<file path="config.mk">
export PLATFORM = sky130hd
export DESIGN_NAME = add8u_err_monitor
export DESIGN_NICKNAME = d
export VERILOG_FILES = /design/src/rtl/add8u_mon_pkg.sv /design/src/rtl/add8u_err_calc.sv /design/src/rtl/add8u_err_monitor.sv
export SDC_FILE = /design/constraint.sdc
export NUM_CORES = 1
export LEC_CHECK = 0
export CAP_MARGIN = 20
export CORE_MARGIN = 5
export CORE_UTILIZATION = 49
export CTS_CLUSTER_SIZE = 28
export DETAILED_ROUTE_END_ITERATION = 6
export GPL_TIMING_DRIVEN = 1
export PLACE_DENSITY = 0.89
export REMOVE_ABC_BUFFERS = 1
export SYNTH_ARGS = -nofsm -noshare
export SYNTH_HDL_FRONTEND = slang
export SYNTH_SLANG_ARGS = --single-unit
</file>
<file path="constraint.sdc">
create_clock -name clk -period 2.9 [get_ports clk]
set_clock_uncertainty 0.1 [all_clocks]
set_input_delay 0.435 -clock clk [delete_from_list [all_inputs] [get_ports clk]]
set_output_delay 0.435 -clock clk [all_outputs]
set_load 0.01 [all_outputs]
</file>
<file path="src/rtl/add8u_mon_pkg.sv">
// Shared widths and FSM encoding for the approximate-adder error monitor.
package add8u_mon_pkg;

  localparam int W_DEF     = 8;
  localparam int CNT_W_DEF = 16;

  localparam int RES_W     = W_DEF + 1;
  localparam int DIFF_W    = W_DEF + 2;
  localparam int ABS_SUM_W = CNT_W_DEF + W_DEF + 1;
  localparam int SGN_SUM_W = CNT_W_DEF + W_DEF + 2;

  localparam logic [1:0] ST_IDLE  = 2'd0;
  localparam logic [1:0] ST_RUN   = 2'd1;
  localparam logic [1:0] ST_DRAIN = 2'd2;
  localparam logic [1:0] ST_DONE  = 2'd3;

endpackage

</file>
<file path="src/rtl/add8u_err_calc.sv">
// Combinational error of one approximate sum: diff = approx - (a+b) and |diff|.
module add8u_err_calc #(
  parameter int W = 8
) (
  input  logic [W-1:0] a,
  input  logic [W-1:0] b,
  input  logic [W:0]   approx,
  output logic [W+1:0] diff,
  output logic [W:0]   abs_diff
);

  logic [W:0]   exact;
  logic [W+1:0] neg;

  // One extra bit over the result width holds the sign of diff; |diff| always fits W+1 bits.
  always_comb begin
    exact    = {1'b0, a} + {1'b0, b};
    diff     = {1'b0, approx} - {1'b0, exact};
    neg      = '0 - diff;
    abs_diff = diff[W+1] ? neg[W:0] : diff[W:0];
  end

endmodule

</file>
<file path="src/rtl/add8u_err_monitor.sv">
// Streams (a, b, approx) samples, recomputes the exact sum and accumulates
// MAE/bias/WCE/EP statistics over a window of window_len samples.
module add8u_err_monitor
  import add8u_mon_pkg::*;
#(
  parameter int W     = W_DEF,
  parameter int CNT_W = CNT_W_DEF
) (
  input  logic                   clk,
  input  logic                   rst,
  input  logic                   start,
  input  logic [CNT_W-1:0]       window_len,
  input  logic                   in_valid,
  output logic                   in_ready,
  input  logic [W-1:0]           in_a,
  input  logic [W-1:0]           in_b,
  input  logic [W:0]             in_approx,
  output logic                   busy,
  output logic                   done,
  output logic [CNT_W-1:0]       sample_cnt,
  output logic [CNT_W-1:0]       err_cnt,
  output logic [CNT_W+W:0]       abs_err_sum,
  output logic [CNT_W+W+1:0]     sgn_err_sum,
  output logic [W:0]             wce,
  output logic [1:0]             fsm_state
);

  localparam int RW = W + 1;
  localparam int DW = W + 2;
  localparam int AW = CNT_W + W + 1;
  localparam int SW = CNT_W + W + 2;

  logic [1:0]       state;
  logic [CNT_W-1:0] len_q;
  logic             s1_valid;
  logic [DW-1:0]    s1_diff;
  logic [RW-1:0]    s1_abs;
  logic [DW-1:0]    calc_diff;
  logic [RW-1:0]    calc_abs;
  logic             accept;
  logic             start_ok;

  add8u_err_calc #(.W(W)) u_calc (
    .a        (in_a),
    .b        (in_b),
    .approx   (in_approx),
    .diff     (calc_diff),
    .abs_diff (calc_abs)
  );

  // Handshake: a sample transfers on a rising edge where in_valid && in_ready.
  // in_ready is a pure decode of the state register, never of in_valid.
  assign in_ready  = (state == ST_RUN);
  assign busy      = (state == ST_RUN) || (state == ST_DRAIN);
  assign done      = (state == ST_DONE);
  assign fsm_state = state;
  assign accept    = in_ready && in_valid;
  assign start_ok  = start && ((state == ST_IDLE) || (state == ST_DONE));

  always_ff @(posedge clk) begin
    if (rst) begin
      state       <= ST_IDLE;
      len_q       <= '0;
      s1_valid    <= 1'b0;
      s1_diff     <= '0;
      s1_abs      <= '0;
      sample_cnt  <= '0;
      err_cnt     <= '0;
      abs_err_sum <= '0;
      sgn_err_sum <= '0;
      wce         <= '0;
    end else begin
      s1_valid <= accept;
      if (accept) begin
        s1_diff <= calc_diff;
        s1_abs  <= calc_abs;
      end

      // Stage 2: fold the registered sample into the window statistics.
      if (s1_valid) begin
        abs_err_sum <= abs_err_sum + AW'(s1_abs);
        sgn_err_sum <= sgn_err_sum + {{(SW-DW){s1_diff[DW-1]}}, s1_diff};
        if (s1_diff != '0) err_cnt <= err_cnt + 1'b1;
        if (s1_abs > wce)  wce     <= s1_abs;
      end

      case (state)
        ST_IDLE, ST_DONE: begin
          if (start_ok) begin
            len_q       <= window_len;
            sample_cnt  <= '0;
            err_cnt     <= '0;
            abs_err_sum <= '0;
            sgn_err_sum <= '0;
            wce         <= '0;
            state       <= (window_len == '0) ? ST_DONE : ST_RUN;
          end
        end
        ST_RUN: begin
          if (accept) begin
            sample_cnt <= sample_cnt + 1'b1;
            if (sample_cnt + 1'b1 == len_q) state <= ST_DRAIN;
          end
        end
        ST_DRAIN: begin
          if (!s1_valid) state <= ST_DONE;
        end
        default: state <= ST_IDLE;
      endcase
    end
  end

endmodule

</file>
== After elaboration in Yosys (flattened, before gate mapping) ==
Index checks and enable logic that the tools add are counted.
Word-level totals
  bits in registers: 130
  bits of input ports: 45
Cells by class
  multiplexer cells: 24
  $add $sub $neg: 7
  equality and inequality tests: 8
  $lt $le $gt $ge: 1
  reductions and logical operators: 12
Operators by type and width (number)
  16-bit two-way mux: 6
  26-bit two-way mux: 3
  25-bit two-way mux: 3
  9-bit two-way mux: 5
  16-bit by 1-bit adder with 16-bit output (second input constant): 2
  16-bit case mux with 2 select lines: 1
  26-bit adder: 1
  25-bit by 9-bit adder with 25-bit output: 1
  16-bit == test: 1
  16-bit zero test: 1
  2-bit two-way mux: 5
  10-bit nonzero test: 1
  9-bit by 9-bit subtractor with 10-bit output: 1
  8-bit by 8-bit adder with 9-bit output: 1
  9-bit > comparator: 1
  1-bit by 9-bit subtractor with 9-bit output (first input constant): 1
  2-bit case mux with 3 select lines: 1
  2-bit == test (second input constant): 2
  2-bit by 1-bit inequality test with 1-bit output (second input constant): 2
  2-bit inequality test (second input constant): 2
  4-bit AND reduction: 1
  3-bit AND reduction: 1
  2-bit by 1-bit == test with 1-bit output (second input constant): 1
  1-bit logical AND: 2
  other kinds (5): 6

== Logic depth before layout (Yosys ltp) ==
  word-level depth: 5
  mapped depth: 12
  gate-level depth less buffers: 12

== By module ==
From an unflattened synthesis, not the netlist that was laid out.
Second synthesis, totals
  cell total of the unflattened synthesis: 1063
  area total of the unflattened synthesis: 8244.2 um^2
By module, submodules not included
  add8u_err_monitor: cells an instance 944, instances 1, area an instance 7354.6 um^2
  add8u_err_calc: cells an instance 119, instances 1, area an instance 889.6 um^2

== Worst setup path before layout ==
No wires, ideal clock.
  kind: input to register
  start: input in_a[3]
  end: register s1_abs[8]
  required time: 2.714 ns
  path buffers: 0
  setup slack: -0.219 ns
  stages: 11
  arrival: 2.933 ns
  path through: inv_1 fa_1 ha_1 or3_1 o221ai_1 and2b_1 xnor2_1 or3_4 o41ai_2 xor2_1 a211oi_1
On the way
  longest elaborated chain between the ends: 4
RTL lines
  start: declaration: RTL line add8u_err_monitor.sv:15  | input logic [W-1:0] in_a,
  8-bit by 8-bit adder with 9-bit output (*): RTL line add8u_err_calc.sv:17  | exact = {1'b0, a} + {1'b0, b};
  9-bit by 9-bit subtractor with 10-bit output (*): RTL line add8u_err_calc.sv:18  | diff = {1'b0, approx} - {1'b0, exact};
  1-bit by 9-bit subtractor with 9-bit output: RTL line add8u_err_calc.sv:19  | neg = '0 - diff;
  9-bit two-way mux (*): RTL line add8u_err_calc.sv:20  | abs_diff = diff[W+1] ? neg[W:0] : diff[W:0];
  end signal: assignment: RTL line add8u_err_monitor.sv:76  | s1_abs <= calc_abs;
  end: declaration: RTL line add8u_err_monitor.sv:37  | logic [RW-1:0] s1_abs;
Mark *: on every way between the ends. The rest lies on a longest branch, timed or not.
A chain may end at the register's enable or synchronous reset.

== Final worst setup path ==
  start: register s1_diff[9]
  end: register sgn_err_sum[25]
On the way
  longest elaborated chain between the ends: 4
RTL lines
  start: declaration: RTL line add8u_err_monitor.sv:36  | logic [DW-1:0] s1_diff;
  start signal: assignment: RTL line add8u_err_monitor.sv:75  | s1_diff <= calc_diff;
  26-bit adder (*): RTL line add8u_err_monitor.sv:82  | sgn_err_sum <= sgn_err_sum + {{(SW-DW){s1_diff[DW-1]}}, s1_diff};
  26-bit two-way mux (*): RTL line add8u_err_monitor.sv:80  | if (s1_valid) begin
  26-bit two-way mux: RTL line add8u_err_monitor.sv:89  | if (start_ok) begin
  26-bit two-way mux (*): RTL line add8u_err_monitor.sv:87  | case (state)
  end signal: assignment: RTL line add8u_err_monitor.sv:82
  end: declaration: RTL line add8u_err_monitor.sv:23  | output logic [CNT_W+W+1:0] sgn_err_sum,
Marks and branches as above.

==> metrics.yaml <==
critical_path:
  cpMostUsedCell: "buf_4"
  end_kind: "register"
  cpPeakStageDelay_ns: 0.38
  path_class: "reg2reg"
  r2r_start: "s1_diff[9]"
  worst_setup_path_start_kind: "register"
  cp_data_required_time_ns: 3.15
  crit_chain: "buf_4 > buf_4 > ha_1 > nor3_1 > nor2_1 > o41ai_2 > o21ai_0 > o31a_1 > or3_1 > nand3_1 > mux2i_1"
  crit_path_max_fanout: 6
  crit_slowest_cell: "dfxtp_4"
  startpoint: "s1_diff[9]"
  crit_arrival_ns: 3.11
timing:
  holdWs_ns: 0.375
  finalCritPeriodShare: 0.986
  hold_viol_final: 0
  worst_slack_ns: 0.0420
  min_period_ns: 2.86
  drv_slew: 0
  maxSlewHeadroom: 0.555
  setup_viol: 0
  tightest_slew_ns: 0.666
  max_freq_mhz: 350
  rsz0062_at_grt: "yes"
layout:
  nFillCells: 1215
  final_util: 0.679
  area_growth_pct: 36.7
  layout_common_cells: "dfxtp_1 (127), clkdlybuf4s50_1 (125), nand2_1 (121), nor2_1 (110), a21oi_1 (87)"
  final_common_cell: "dfxtp_1"
  drive_gt1_frac: 0.154
  diodes: 0
  nNetsFinal: 1352
floorplanning:
  fp-row-count: 47
  start_util: 0.497
  die_h_um: 139
  die_w_um: 139
  coreArea_um2: 16500
  io_pins: 142
  die_area_um2: 19400
synthesis:
  yosysTopAreaCell: "dfxtp_1"
  netlist_instances: 1039
  yosys.area.top_type_share: 0.316
  avgSynthCellArea_um2: 7.87
  synthTopCellsByArea: "dfxtp_1 (32%), ha_1 (9.5%), nand2_1 (5.6%)"
  synth-edff-count: 0
  synthArstFlopShare: 0
  synth-main-ff-cell: "dfxtp_1"
  ys_ff_latch: 129
  yosys_warnings: 0
  synth_cell_type_count: 61
  netlist_area_um2: 8180
  synth-seq-area-share: 0.316
power_and_ir_drop:
  ir_drop_mv: 0.447
  power_density_nw_per_um2: 597
  static-leakage-power_nw: 4.41
placed_design:
  gp_congestion: 0.984
  hpwl_mm: 16.8
  pre_cts_ws_ns: -0.878
  io_buffers: 141
clocking:
  root_buffer: "clkbuf_16"
  cts_tree: "built"
  cts_buffers: 17
  clock_latency_ns: 0.42
  path_clk_slew_ns: 0.06
  cts.sinks: 129
  cts_buffer_depth: 2
  cts.htree.levels: 4
detailed_routing:
  remaining_drc_errors: 0
  vias: 8416
  drtIter0Drc: 705
  detail-route-antenna-nets: 0
  viasPerCell: 5.73
  routed_wirelength_mm: 24.0
  wl_per_cell_um: 16.3
  dr.pass1.iters: 5
min_path:
  hold_path.class: "reg2reg"
  worstHoldStart: "len_q[13]"
grt:
  grt.total_usage: 0.236
  grt_pass1_wl_mm: 38.4
  antenna_found_initial: 1
  overflow: 0
  grt_max_degree: 55
  grt_pass1_vias: 8157
run:
  cap_violations: 0
outcome:
  outcome: "completed"
==> worst max-delay path: cells and delay by family, from the launching register on <==
kind	cells	cell delay, ns
adders and majority gates	1	0.38
muxes	1	0.20
AOI/OAI and AO/OA	3	0.56
buffers and inverters	2	0.31
and+or+nand+nor	4	0.86
DFF	1	0.38
==> cell families after synthesis <==
group | count (synthesis) | synth area share
AO/OA/AOI/OAI | 242 | 0.183
XOR/XNOR | 79 | 0.0846
adder cells (fa/ha/maj) | 72 | 0.119
buffers and inverters | 102 | 0.0477
flip-flops | 129 | 0.316
multiplexers | 23 | 0.0281
AND/OR/NAND/NOR | 392 | 0.221
==> per-layer routing <==
metal,wire (µm),track usage
met1,9820,0.291
met2,11700,0.400
met3,1620,0.0438
met4,843,0.107
met5,18,0
==> cell usage after synthesis, types with 9 or more instances <==
cell and count:
dfxtp_1 129, nand2_1 123, nor2_1 110, a21oi_1 92
ha_1 62, o21ai_0 53, inv_1 49, nand3_1 46
clkbuf_1 42, xor2_1 40, xnor2_1 39, nor3_1 30
mux2i_1 23, a211oi_1 14, or3_1 13, a21o_1 12
nor2b_1 12, fa_1 10, nand4_1 10, nor4_1 10
and3_1 9
==> report_power, final <==
part | leakage (nW) | switching (W) | internal [W]
sequential | 1.04 | 0.000169 | 0.00191
clock | 0.274 | 0.000812 | 0.00124
combinational | 3.09 | 0.00143 | 0.00110
total | 4.41 | 0.00241 | 0.00426
==> cell type report <==
cell class                      count  area, µm²  area share
Multi-Input combinational cell    808       5490       0.491
Sequential cell                   129       2590       0.232
Timing Repair Buffer              229       2060       0.184
Clock buffer                       20        467      0.0418
Tap cell                          220        275      0.0246
Inverter                           50        190      0.0170
Clock inverter                     12        110     0.00985
==> path summary, 6_finish.rpt <==
check,endpoint,slack [ns],depth (start not counted)
setup / recovery,sgn_err_sum[25],0.04,11
hold / removal,len_q[13],0.37,2
setup reg to reg,sgn_err_sum[25],0.04,11
hold reg to reg,len_q[13],0.37,2
==> sequential cells by signal, summed over array words and instances, names as in the netlist, 8 cells and up <==
register / count
s1_abs: 8
sample_cnt: 16
err_cnt: 16
wce: 9
len_q: 16
abs_err_sum: 25
sgn_err_sum: 26
s1_diff: 10
==> timing repair <==
action                     CTS  global route
gates resized for setup     37            77
hold buffers                 0             0
setup endpoints to repair   13            35
pin swaps                   25            28
buffers inserted             5             4
==> metrics by stage <==
stage               setup TNS, ns  power (W)  cells  cell area (µm²)
floorplan                   -4.76    0.00344    987             7980
global placement            -5.29    0.00429   1427            10300
detailed placement          -6.82    0.00437   1427            10300
CTS                             0    0.00653   1464            11000
global route               -0.226    0.00705   1468            11200
finish                          0    0.00667   1468            11200
No activity file was read; power rests on OpenSTA's default activity.
